--- src/rtl/cas_pkg.sv ---
// Shared types and default widths for the compare-and-swap array.
package cas_pkg;

    localparam int CAS_DATAWIDTH = 8;
    localparam int CAS_IDXWIDTH  = 4;

    typedef enum logic {
        CAS_ASC  = 1'b0,
        CAS_DESC = 1'b1
    } cas_dir_e;

    // Key/tag record at the default widths; parametrised blocks declare a local twin.
    typedef struct packed {
        logic [CAS_DATAWIDTH-1:0] key;
        logic [CAS_IDXWIDTH-1:0]  idx;
    } cas_lane_t;

    typedef enum logic [1:0] {
        CAS_EMPTY = 2'd0,
        CAS_BUSY  = 2'd1,
        CAS_FULL  = 2'd2
    } cas_state_e;

endpackage

--- src/rtl/cas_lane.sv ---
// One combinational compare-and-swap lane; the tag travels with its key.
module cas_lane
    import cas_pkg::*;
#(
    parameter int DATAWIDTH = CAS_DATAWIDTH,
    parameter int IDXWIDTH  = CAS_IDXWIDTH
) (
    input  logic [DATAWIDTH-1:0] x1,
    input  logic [DATAWIDTH-1:0] x2,
    input  logic [IDXWIDTH-1:0]  idx1,
    input  logic [IDXWIDTH-1:0]  idx2,
    input  cas_dir_e             dir,
    input  logic                 sign_ctrl,
    output logic [DATAWIDTH-1:0] y1,
    output logic [DATAWIDTH-1:0] y2,
    output logic [IDXWIDTH-1:0]  yidx1,
    output logic [IDXWIDTH-1:0]  yidx2,
    output logic                 swap
);

    typedef struct packed {
        logic [DATAWIDTH-1:0] key;
        logic [IDXWIDTH-1:0]  idx;
    } lane_t;

    logic  gt_s;
    logic  lt_s;
    logic  swap_s;
    lane_t a_s;
    lane_t b_s;
    lane_t first_s;
    lane_t second_s;

    assign a_s = '{key: x1, idx: idx1};
    assign b_s = '{key: x2, idx: idx2};

    // Magnitude relation under the selected number interpretation.
    always_comb begin
        gt_s = 1'b0;
        lt_s = 1'b0;
        if (sign_ctrl) begin
            gt_s = $signed(x1) > $signed(x2);
            lt_s = $signed(x1) < $signed(x2);
        end else begin
            gt_s = x1 > x2;
            lt_s = x1 < x2;
        end
    end

    // Strict comparisons keep equal keys in place.
    always_comb begin
        swap_s   = 1'b0;
        first_s  = a_s;
        second_s = b_s;
        case (dir)
            CAS_DESC: swap_s = lt_s;
            CAS_ASC:  swap_s = gt_s;
            default:  swap_s = 1'b0;
        endcase
        if (swap_s) begin
            first_s  = b_s;
            second_s = a_s;
        end else begin
            first_s  = a_s;
            second_s = b_s;
        end
    end

    assign y1    = first_s.key;
    assign y2    = second_s.key;
    assign yidx1 = first_s.idx;
    assign yidx2 = second_s.idx;
    assign swap  = swap_s;

endmodule

--- src/rtl/cas_array_pipe.sv ---
// LANES compare-and-swap lanes behind a 2-entry skid buffer with valid/ready on both sides.
// Define CAS_ARRAY_SWAP_CNT_EN to enable the saturating swap statistics counter.
module cas_array_pipe
    import cas_pkg::*;
#(
    parameter int DATAWIDTH = CAS_DATAWIDTH,
    parameter int IDXWIDTH  = CAS_IDXWIDTH,
    parameter int LANES     = 4,
    parameter int CNTWIDTH  = 16
) (
    input  logic                      clk_i,
    input  logic                      rst_i,
    input  logic                      valid_i,
    output logic                      ready_o,
    input  logic                      sign_ctrl_i,
    input  logic [LANES-1:0]          dir_i,
    input  logic [LANES*DATAWIDTH-1:0] x1_i,
    input  logic [LANES*DATAWIDTH-1:0] x2_i,
    input  logic [LANES*IDXWIDTH-1:0]  idx1_i,
    input  logic [LANES*IDXWIDTH-1:0]  idx2_i,
    output logic                      valid_o,
    input  logic                      ready_i,
    output logic [LANES*DATAWIDTH-1:0] y1_o,
    output logic [LANES*DATAWIDTH-1:0] y2_o,
    output logic [LANES*IDXWIDTH-1:0]  yidx1_o,
    output logic [LANES*IDXWIDTH-1:0]  yidx2_o,
    output logic [LANES-1:0]          swap_o,
    output logic [CNTWIDTH-1:0]       swap_cnt_o
);

    localparam int KW = LANES * DATAWIDTH;
    localparam int TW = LANES * IDXWIDTH;
    localparam int BW = 2 * KW + 2 * TW + LANES;

    logic [KW-1:0]    cmp_y1_s;
    logic [KW-1:0]    cmp_y2_s;
    logic [TW-1:0]    cmp_yidx1_s;
    logic [TW-1:0]    cmp_yidx2_s;
    logic [LANES-1:0] cmp_swap_s;
    logic [BW-1:0]    beat_in_s;

    logic [BW-1:0]    main_r;
    logic [BW-1:0]    skid_r;
    logic [BW-1:0]    main_nxt_s;
    logic [BW-1:0]    skid_nxt_s;
    cas_state_e       state_r;
    cas_state_e       state_nxt_s;
    logic             ready_r;
    logic             valid_r;
    logic             accept_s;

    for (genvar n = 0; n < LANES; n++) begin : g_lane
        cas_lane #(
            .DATAWIDTH(DATAWIDTH),
            .IDXWIDTH (IDXWIDTH)
        ) u_lane (
            .x1       (x1_i[n*DATAWIDTH +: DATAWIDTH]),
            .x2       (x2_i[n*DATAWIDTH +: DATAWIDTH]),
            .idx1     (idx1_i[n*IDXWIDTH +: IDXWIDTH]),
            .idx2     (idx2_i[n*IDXWIDTH +: IDXWIDTH]),
            .dir      (cas_dir_e'(dir_i[n])),
            .sign_ctrl(sign_ctrl_i),
            .y1       (cmp_y1_s[n*DATAWIDTH +: DATAWIDTH]),
            .y2       (cmp_y2_s[n*DATAWIDTH +: DATAWIDTH]),
            .yidx1    (cmp_yidx1_s[n*IDXWIDTH +: IDXWIDTH]),
            .yidx2    (cmp_yidx2_s[n*IDXWIDTH +: IDXWIDTH]),
            .swap     (cmp_swap_s[n])
        );
    end

    assign beat_in_s = {cmp_y1_s, cmp_y2_s, cmp_yidx1_s, cmp_yidx2_s, cmp_swap_s};
    assign accept_s  = valid_i & ready_r;

    // Skid-buffer next state: M always holds the oldest beat, S only fills on a stalled accept.
    always_comb begin
        state_nxt_s = state_r;
        main_nxt_s  = main_r;
        skid_nxt_s  = skid_r;
        case (state_r)
            CAS_EMPTY: begin
                if (accept_s) begin
                    state_nxt_s = CAS_BUSY;
                    main_nxt_s  = beat_in_s;
                end else begin
                    state_nxt_s = CAS_EMPTY;
                end
            end
            CAS_BUSY: begin
                if (accept_s && ready_i) begin
                    main_nxt_s = beat_in_s;
                end else if (accept_s) begin
                    state_nxt_s = CAS_FULL;
                    skid_nxt_s  = beat_in_s;
                end else if (ready_i) begin
                    state_nxt_s = CAS_EMPTY;
                end else begin
                    state_nxt_s = CAS_BUSY;
                end
            end
            CAS_FULL: begin
                if (ready_i) begin
                    state_nxt_s = CAS_BUSY;
                    main_nxt_s  = skid_r;
                end else begin
                    state_nxt_s = CAS_FULL;
                end
            end
            default: begin
                state_nxt_s = CAS_EMPTY;
            end
        endcase
    end

    // State, storage and handshake registers; ready is precomputed from the next state.
    always_ff @(posedge clk_i) begin
        if (rst_i) begin
            state_r <= CAS_EMPTY;
            main_r  <= {BW{1'b0}};
            skid_r  <= {BW{1'b0}};
            ready_r <= 1'b0;
            valid_r <= 1'b0;
        end else begin
            state_r <= state_nxt_s;
            main_r  <= main_nxt_s;
            skid_r  <= skid_nxt_s;
            ready_r <= (state_nxt_s != CAS_FULL);
            valid_r <= (state_nxt_s != CAS_EMPTY);
        end
    end

    assign ready_o = ready_r;
    assign valid_o = valid_r;
    assign {y1_o, y2_o, yidx1_o, yidx2_o, swap_o} = main_r;

`ifdef CAS_ARRAY_SWAP_CNT_EN
    localparam int PCW = $clog2(LANES + 1);

    function automatic logic [PCW-1:0] popcount(input logic [LANES-1:0] v);
        logic [PCW-1:0] c;
        c = {PCW{1'b0}};
        for (int i = 0; i < LANES; i++) begin
            c = c + PCW'(v[i]);
        end
        return c;
    endfunction

    logic [CNTWIDTH-1:0] cnt_r;
    logic [CNTWIDTH:0]   cnt_sum_s;

    assign cnt_sum_s = {1'b0, cnt_r} + (CNTWIDTH + 1)'(popcount(cmp_swap_s));

    // Saturating accumulation of swapped lanes, counted on the accept edge.
    always_ff @(posedge clk_i) begin
        if (rst_i) begin
            cnt_r <= {CNTWIDTH{1'b0}};
        end else if (accept_s) begin
            cnt_r <= cnt_sum_s[CNTWIDTH] ? {CNTWIDTH{1'b1}} : cnt_sum_s[CNTWIDTH-1:0];
        end else begin
            cnt_r <= cnt_r;
        end
    end

    assign swap_cnt_o = cnt_r;
`else
    assign swap_cnt_o = {CNTWIDTH{1'b0}};
`endif

endmodule
--- config.mk ---
export PLATFORM = sky130hd
export DESIGN_NAME = cas_array_pipe
export DESIGN_NICKNAME = d
export VERILOG_FILES = /design/src/rtl/cas_pkg.sv /design/src/rtl/cas_lane.sv /design/src/rtl/cas_array_pipe.sv
export SDC_FILE = /design/constraint.sdc
export NUM_CORES = 1
export LEC_CHECK = 0
export CORE_MARGIN = 2
export CORE_UTILIZATION = 30
export CTS_BUF_LIST = sky130_fd_sc_hd__clkbuf_16
export DETAILED_ROUTE_END_ITERATION = 10
export SLEW_MARGIN = 25
export SYNTH_ARGS = -nofsm -noshare
export SYNTH_HDL_FRONTEND = slang
export SYNTH_HIERARCHICAL = 1
export SYNTH_SLANG_ARGS = --single-unit
--- constraint.sdc ---
create_clock -name clk_i -period 5.17 [get_ports clk_i]
set_clock_uncertainty 0.05 [all_clocks]
set_input_delay 1.034 -clock clk_i [delete_from_list [all_inputs] [get_ports clk_i]]
set_output_delay 1.034 -clock clk_i [all_outputs]
set_load 0.01 [all_outputs]
* Yosys cells after proc, flatten, opt, wreduce, memory -nomap -nowiden
Cells that the tools add are included.
Word-level totals: word-level logic and storage cells 69, bits of input ports 105, bits in registers 204
Cells by class: bitwise logic cells 6, magnitude comparators 16, equal/unequal tests 6, multiplexer cells 30, reduce and logical (&&, ||, !) cells 6
Operators with widths (count):
- $mux W100 | 3
- $pmux W100 S3 | 1
- $mux W12 | 8
- $gt A8 B8 Y1 | 8
- $lt A8 B8 Y1 | 8
- $mux W1 | 10
- $ne A2 B2 Y1 const B | 4
- $pmux W1 S2 | 4
- $mux W2 | 3
- $pmux W2 S3 | 1
- $not A1 Y1 | 5
- $reduce_and A4 Y1 | 1
- $reduce_and A3 Y1 | 1
- $reduce_bool A3 Y1 | 1
- $eq A2 B1 Y1 const B | 1
- $eq A2 B2 Y1 const B | 1
- $logic_not A2 Y1 | 1
- $reduce_bool A2 Y1 | 1
- $and A1 B1 Y1 | 1
- $logic_and A1 B1 Y1 | 1

* Depth between registers and ports, before layout
Gate-level depths: netlist of run 1.
depth in word-level cells 6, gate-level depth with buffers 11

* Hierarchy
The synthesis of run 1 kept the hierarchy.
Modules (own cells, without submodules):
- cas_array_pipe | area each 8782.2 um^2, cells an instance 960, instances 1
- cas_lane | area each 1188.6 um^2, cells an instance 190, instances 4

* Least setup slack after synthesis of run 1
OpenSTA, ideal clock, no wires.
path kind input to register, start point input port x2_i[7], end point register main_r[69], required time 5.041 ns, arrival 2.953 ns, setup time 0.079 ns, path buffers 1, stages on the path 9, setup slack 2.088 ns, cell sequence inv_1 > ha_1 > mux2_4 > o32ai_4 > nand2_2 > buf_6 > o311ai_1 > mux2i_1 > a211oi_2
Between the ends: longest elaborated chain between the ends 6, elaborated cells on any way between the ends 11, classes of those cells order compare (4); mux (7)
Ends and longest elaborated chain:
- start, declared | RTL line cas_array_pipe.sv:18 | input logic [LANES*DATAWIDTH-1:0] x2_i,
- $gt A8 B8 Y1, or another cell as far along | RTL line cas_lane.sv:45 | gt_s = x1 > x2;
- $mux W1 | RTL line cas_lane.sv:41 | if (sign_ctrl) begin
- $pmux W1 S2 * | RTL line cas_lane.sv:55 | case (dir)
- $mux W12 * | RTL line cas_lane.sv:60 | if (swap_s) begin
- net beat_in_s[69] | RTL line cas_array_pipe.sv:40 | logic [BW-1:0] beat_in_s;
- $mux W100, on equally long branches | RTL line cas_array_pipe.sv:89, cas_array_pipe.sv:81
- $pmux W100 S3 * | RTL line cas_array_pipe.sv:79 | case (state_r)
- end signal, assigned | RTL line cas_array_pipe.sv:118 | main_r <= {BW{1'b0}};
- end signal, assigned | RTL line cas_array_pipe.sv:124 | main_r <= main_nxt_s;
- end, declared | RTL line cas_array_pipe.sv:42 | logic [BW-1:0] main_r;
The timed path passes the listed nets; every way through them passes the cells marked *. The select of a mux whose other input is x is not followed. A chain may end at the register's enable or synchronous reset.

* Worst setup path in the final report of run 1
start point input port x2_i[31], end point register main_r[17]
The elaborated chain is that of the path after synthesis.

==> flow_summary_export.csv, run 1 <==
group,metric,value,unit
status,status,"finished clean",
cts,cts_tree,"built",
global_routing,grt_pass1_wl,74.06,mm
critical_path,setup.worst_path.start,"x2_i[31]",
global_routing,antenna_found_initial,0,
die,std_cell_rows,77,
placement,dpl.hpwl,30.09,mm
logic_synthesis,synth_edf_count,0,
cts,clk_latency,0.55,ns
cts,cts_root_buf,"clkbuf_16",
drt,route.detailed.drc,0,
cells_and_area,final_common_cell,"clkdlybuf4s50_1",
placement,dp_slack,0.5957,ns
critical_path,ff2ff_setup_slack,2.28,ns
die,die_area,46840,sq um
cts,clockBufferDepth,3,
drt,wl_per_cell,20.08,um
timing,max_slew_margin,0.3498,
die,core_area,44410,sq um
cts,hold_buffers,0,
logic_synthesis,synth_area,13540,sq um
timing,setup_ws,1.083,ns
cells_and_area,final_area,16510,sq um
logic_synthesis,synth_flop_cell,"dfxtp_1",
logic_synthesis,yosysUniqueCellTypes,40,
cells_and_area,area_delta_synth_final,21.93,%
drt,antenna_left,0,
critical_path,required,5.58,ns
logic_synthesis,synthAdderAreaFrac,0.02958,
logic_synthesis,synthCells,1720,
cells_and_area,fin_nets,1915,
placement,numPortBuffers,206,
cts,clock-sinks,204,
drt,first_pass_iters,7,
timing,tightest_slew,0.9752,ns
drt,drtIter0Drc,1089,
timing,slew_violations,0,
critical_path,timing.rr.start,"state_r[1]",
pwr,power,4.964,mW
critical_path,cp-endpoint,"main_r[17]",
logic_synthesis,synth-simple-area-share,0.1984,
logic_synthesis,synth_async_sr_flop_share,0,
logic_synthesis,ys_ff_latch,204,
flow_run,drv_cap,0,
cts,clk_pin_slew,0.06,ns
placement,placed_cell_area,15590,sq um
worst_hold_path,min_path_type,"flop to flop",
timing,finalSetupViolCount,0,
logic_synthesis,synth-compound-area-share,0.2769,
pwr,irDropWorstVdd,0.2057,mV
global_routing,overflow,0,
timing,fin_tns_setup,0,ns
logic_synthesis,synth_xor_area_frac,0,
cells_and_area,final_cell_mix,"205 x clkdlybuf4s50_1, 204 x dfxtp_1, 201 x nand2_1, 108 x a21oi_1, 104 x nand4_1",
cts,post_cts_resized,0,
logic_synthesis,synth_top_family_by_area,"compound AO/OA/AOI/OAI gates",
cts,htree_num_levels,1,
timing,period_share,0.7905,
timing,hold_viol,0,
placement,place_congestion,0.8703,
drt,drt_wl_total,48.00,mm
die,initial_core_util,0.3048,
timing,max_freq,0.2447,GHz
global_routing,grt_pass1_vias,12780,
die,ios,223,
cts,numCtsBuffers,26,
logic_synthesis,ys_warn_count,6,
die,die_w,216.4,um
global_routing,grt_max_degree,118,
logic_synthesis,synthMuxAreaShare,0.08245,
die,fp.dieH,216.4,um
timing,rsz0062_at_grt,"no",
critical_path,crit_arrival,4.50,ns
critical_path,crit_type,"primary input to flop",
logic_synthesis,syn_area_per_cell,7.870,sq um
drt,via_per_inst,5.779,
timing,fin_crit,4.087,ns
cells_and_area,drive_above_1_share,0.05951,
cts,cts_setup_buffers,0,
critical_path,crit_fanout,25,
logic_synthesis,synth-seq-area-share,0.3017,
drt,num_vias,13810,
critical_path,end_kind,"flop",
cells_and_area,num_antenna_cells,0,
critical_path,start_kind,"primary input",
pwr,powerDensity,300.8,nW/um^2
critical_path,r2r_end,"main_r[74]",
pwr,leakage,6.638,nW
global_routing,grt_use_total,0.1943,
critical_path,reg2regPathDepth,4,
-- cells in the mapped netlist, types with 4 or more instances --
cell,count,area share
a211oi_1,99,0.055
mux2i_1,101,0.075
mux2_4,4,0.0044
inv_1,96,0.027
nor4_1,100,0.046
buf_2,49,0.018
a21oi_1,108,0.040
a21o_1,4,0.0022
o211ai_1,4,0.0022
ha_1,32,0.030
dfxtp_1,204,0.30
buf_4,16,0.0089
nand2_2,4,0.0018
buf_1,10,0.0028
nand2_1,201,0.056
o21ai_0,101,0.037
nor2_1,5,0.0014
clkbuf_1,127,0.035
o21bai_1,5,0.0028
nor2b_1,6,0.0028
o21ba_2,4,0.0030
o32ai_4,4,0.0081
o311ai_0,16,0.010
buf_6,23,0.019
mux2_2,4,0.0033
nand4_1,104,0.048
o311ai_1,80,0.052
a22o_1,96,0.062
nand3_1,100,0.037
-- layout make-up --
class	instances	area, sq um
clock buffer	26	650.6
clock inverter	22	230.2
fill	4522	27910
inverter	96	360.3
multi-input combinational	1210	8053
sequential	204	4084
tap	592	740.7
timing repair buffer	240	2387
-- per-layer routing --
| metal | share of wire | track usage | vias up |
|---|---|---|---|
| met5 | 0 | 0 | - |
| met4 | 0.033 | 0.07169 | 0 |
| met3 | 0.057 | 0.03032 | 77 |
| met2 | 0.45 | 0.3074 | 408 |
| met1 | 0.46 | 0.2662 | 6722 |
| li1 | - | - | 6605 |
-- worst max-delay path: stages --
cell and delay [ns]:
clkdlybuf4s50_1 0.55, inv_1 0.09, ha_1 0.38, nand4_1 0.18, a21o_1 0.46, nand2_2 0.46
o311ai_0 0.90, mux2i_1 0.18, a211oi_1 0.26
-- worst min-delay path by stage --
stage	start	to	slack [ns]	cells after the start
after global routing	skid_r[52]	skid_r[52]	0.44	2
after CTS	skid_r[57]	skid_r[57]	0.42	2
final	skid_r[0]	skid_r[0]	0.42	2
after detailed placement	skid_r[57]	skid_r[57]	0.42	2
after global placement	skid_r[0]	skid_r[0]	0.41	2
after floorplan	skid_r[0]	skid_r[0]	0.40	2
-- sequential cells by signal (all words and copies together), names as in the netlist --
| register | count |
|---|---|
| skid_r | 100 |
| valid_o | 1 |
| ready_o | 1 |
| main_r | 100 |
| state_r | 2 |
-- cells by family after synthesis --
group,Yosys count
other cells,1
buf+inv,321
compound gates,524
mux,109
simple gates,529
flops,204
fa+ha+maj,32
-- power by group --
group | total, mW | internal [mW] | leakage (nW) | switching [mW]
clock network | 1.88 | 1.12 | 0.454 | 0.756
logic | 1.36 | 0.576 | 4.52 | 0.782
registers | 1.73 | 1.67 | 1.67 | 0.0572
-- metrics by stage --
step           hold slack [ns]    util  std cells
2_1_floorplan           0.4032       -       1735
6_report                0.4229  0.3716       2390
5_1_grt                 0.4424  0.3716       2390
4_1_cts                 0.4240  0.3709       2389
3_5_place_dp            0.4157  0.3511       2341
3_3_place_gp            0.4092  0.3505       2340
Note: power is estimated with default switching activity, not from simulation.
==> run 2: changes to the inputs <==
clock period = 3.85 ns   (was 5.17 ns; I/O delays follow)
==> run 2 against run 1 <==
Final cell count grew 0.88%. Sequential power rose by 34%. Non-clock buffer count increased by 24. Largest cell class unchanged. Worst hold slack about the same. Flip-flop and latch count unchanged. Count of clock-buffer cells in the layout is 1 lower. Cell area increased by 1.4%. First-iteration DRC count rose by 22%. Highest routed layer unchanged. Power increased by 34%. Combinational power up 37%.
==> flow_summary_export.csv, run 2 (synthesis gave the netlist of run 1 again) <==
group,metric,value,unit
status,status,"finished clean",
critical_path,worstSetupPathDepth,9,
cts,htree_num_levels,1,
pwr,power,6.666,mW
die,initial_core_util,0.3048,
cts,clk_pin_slew,0.06,ns
die,core_area,44410,sq um
die,die_w,216.4,um
die,die_area,46840,sq um
drt,drtIter0Drc,1326,
critical_path,crit_arrival,4.00,ns
critical_path,crit_slowest_cell,"o311ai_0",
timing,slew_violations,0,
cts,numCtsBuffers,25,
timing,finalSetupViolCount,0,
cts,cts_root_buf,"clkbuf_16",
drt,antenna_left,0,
pwr,irDropWorstVdd,0.2845,mV
die,std_cell_rows,77,
cts,clockBufferDepth,3,
cells_and_area,final_area,16740,sq um
timing,tightest_slew,0.8891,ns
timing,period_share,0.9354,
critical_path,reg2regPathDepth,4,
cts,cts_tree,"built",
cells_and_area,fin_nets,1938,
cells_and_area,num_antenna_cells,0,
critical_path,ff2ff_setup_slack,1.78,ns
pwr,powerDensity,398.1,nW/um^2
global_routing,grt_use_total,0.1950,
cts,post_cts_resized,0,
critical_path,crit_fanout,21,
timing,max_slew_margin,0.4072,
global_routing,grt_pass1_wl,74.31,mm
critical_path,timing.rr.start,"state_r[0]",
critical_path,crit_buf_inv,2,
placement,dpl.hpwl,30.71,mm
drt,num_vias,14010,
global_routing,antenna_found_initial,0,
cells_and_area,reg_top3,"main_r (100), skid_r (100), state_r (2)",
placement,numPortBuffers,206,
timing,fin_crit,3.601,ns
cells_and_area,final_cell_mix,"205 x clkdlybuf4s50_1, 204 x dfxtp_1, 201 x nand2_1, 108 x a21oi_1, 104 x nand4_1",
critical_path,setup.worst_path.start,"x2_i[7]",
timing,rsz0062_at_grt,"no",
global_routing,grt_pass1_vias,12950,
cells_and_area,final_util,0.3770,
cts,clk_latency,0.54,ns
drt,route.detailed.drc,0,
timing,hold_viol,0,
drt,via_per_inst,5.812,
critical_path,required,4.25,ns
die,fp.dieH,216.4,um
placement,place_congestion,0.8518,
critical_path,crit_family,"compound AO/OA/AOI/OAI gates",
worst_hold_path,min-delay-start,"skid_r[64]",
cts,clock-sinks,204,
critical_path,crit_type,"primary input to flop",
critical_path,r2r_end,"main_r[74]",
placement,placed_cell_area,15900,sq um
worst_hold_path,hold_depth,2,
cells_and_area,area_delta_synth_final,23.70,%
critical_path,end_kind,"flop",
pwr,leakage,6.760,nW
die,ios,223,
worst_hold_path,whs_endpoint,"skid_r[64]",
global_routing,grt_max_degree,86,
cts,cts_setup_buffers,0,
critical_path,crit_chain,"clkdlybuf4s50_1 -> inv_1 -> ha_1 -> mux2_4 -> o32ai_4 -> nand2_2 -> o311ai_0 -> mux2i_1 -> a211oi_1",
drt,wl_per_cell,19.89,um
cts,hold_buffers,0,
flow_run,drv_cap,0,
critical_path,start_kind,"primary input",
timing,max_freq,0.2777,GHz
critical_path,cpPeakStageDelay,0.81,ns
cells_and_area,drive_above_1_share,0.06872,
cells_and_area,final_common_cell,"clkdlybuf4s50_1",
drt,first_pass_iters,5,
drt,drt_wl_total,47.95,mm
worst_hold_path,min_path_type,"flop to flop",
global_routing,overflow,0,
==> run 2: changes by cell type in the layout (fill, tap and decap cells not counted), moves of 2 or more <==
cell | before | now
clkinv_2 | 7 | 4
clkinv_1 | 1 | 4
buf_16 | 2 | 0
buf_4 | 29 | 45
buf_12 | 2 | 13
==> run 2: where the power goes <==
part	leakage, nW	internal, mW	switching, mW	total, mW
sequential	1.67	2.24	0.0801	2.32
clock	0.432	1.51	0.972	2.48
combinational	4.66	0.814	1.05	1.86
==> run 2: worst max path at each step <==
stage | slack, ns | endpoint
3_5_place_dp | -0.30 | main_r[75]
5_1_grt | 0.08 | main_r[99]
2_1_floorplan | 1.03 | main_r[69]
6_report | 0.25 | main_r[75]
4_1_cts | 0.29 | main_r[75]
3_3_place_gp | -0.31 | main_r[43]
==> run 2: layer usage <==
metal | routed length, um | GRT usage | vias to the layer above
li1 | - | - | 6656
met1 | 21600 | 0.2621 | 6836
met2 | 22020 | 0.3162 | 453
met3 | 2986 | 0.03340 | 67
met4 | 1346 | 0.06438 | 0
met5 | 0 | 0 | -
==> run 2: tightest hold or removal path, stage by stage (launching register included) <==
cell and delay [ns]:
dfxtp_1 0.30, o21ai_0 0.06, a21oi_1 0.06
==> run 2: layout make-up <==
| class | count | area [sq um] |
|---|---|---|
| inverter | 96 | 360.3 |
| sequential | 204 | 4084 |
| timing repair buffer | 264 | 2661 |
| tap | 592 | 740.7 |
| clock inverter | 20 | 220.2 |
| fill | 4494 | 27670 |
| clock buffer | 25 | 625.6 |
| multi-input combinational | 1210 | 8053 |
==> run 2: stage by stage <==
stage | cells | setup TNS, ns | hold slack, ns | setup WS, ns
final | 2411 | 0 | 0.4229 | 0.2488
after global routing | 2411 | 0 | 0.4412 | 0.08260
after CTS | 2411 | 0 | 0.4239 | 0.2867
after detailed placement | 2366 | -1.050 | 0.4157 | -0.2958
after global placement | 2366 | -0.6916 | 0.4089 | -0.3133
after floorplan | 1735 | 0 | 0.4032 | 1.032
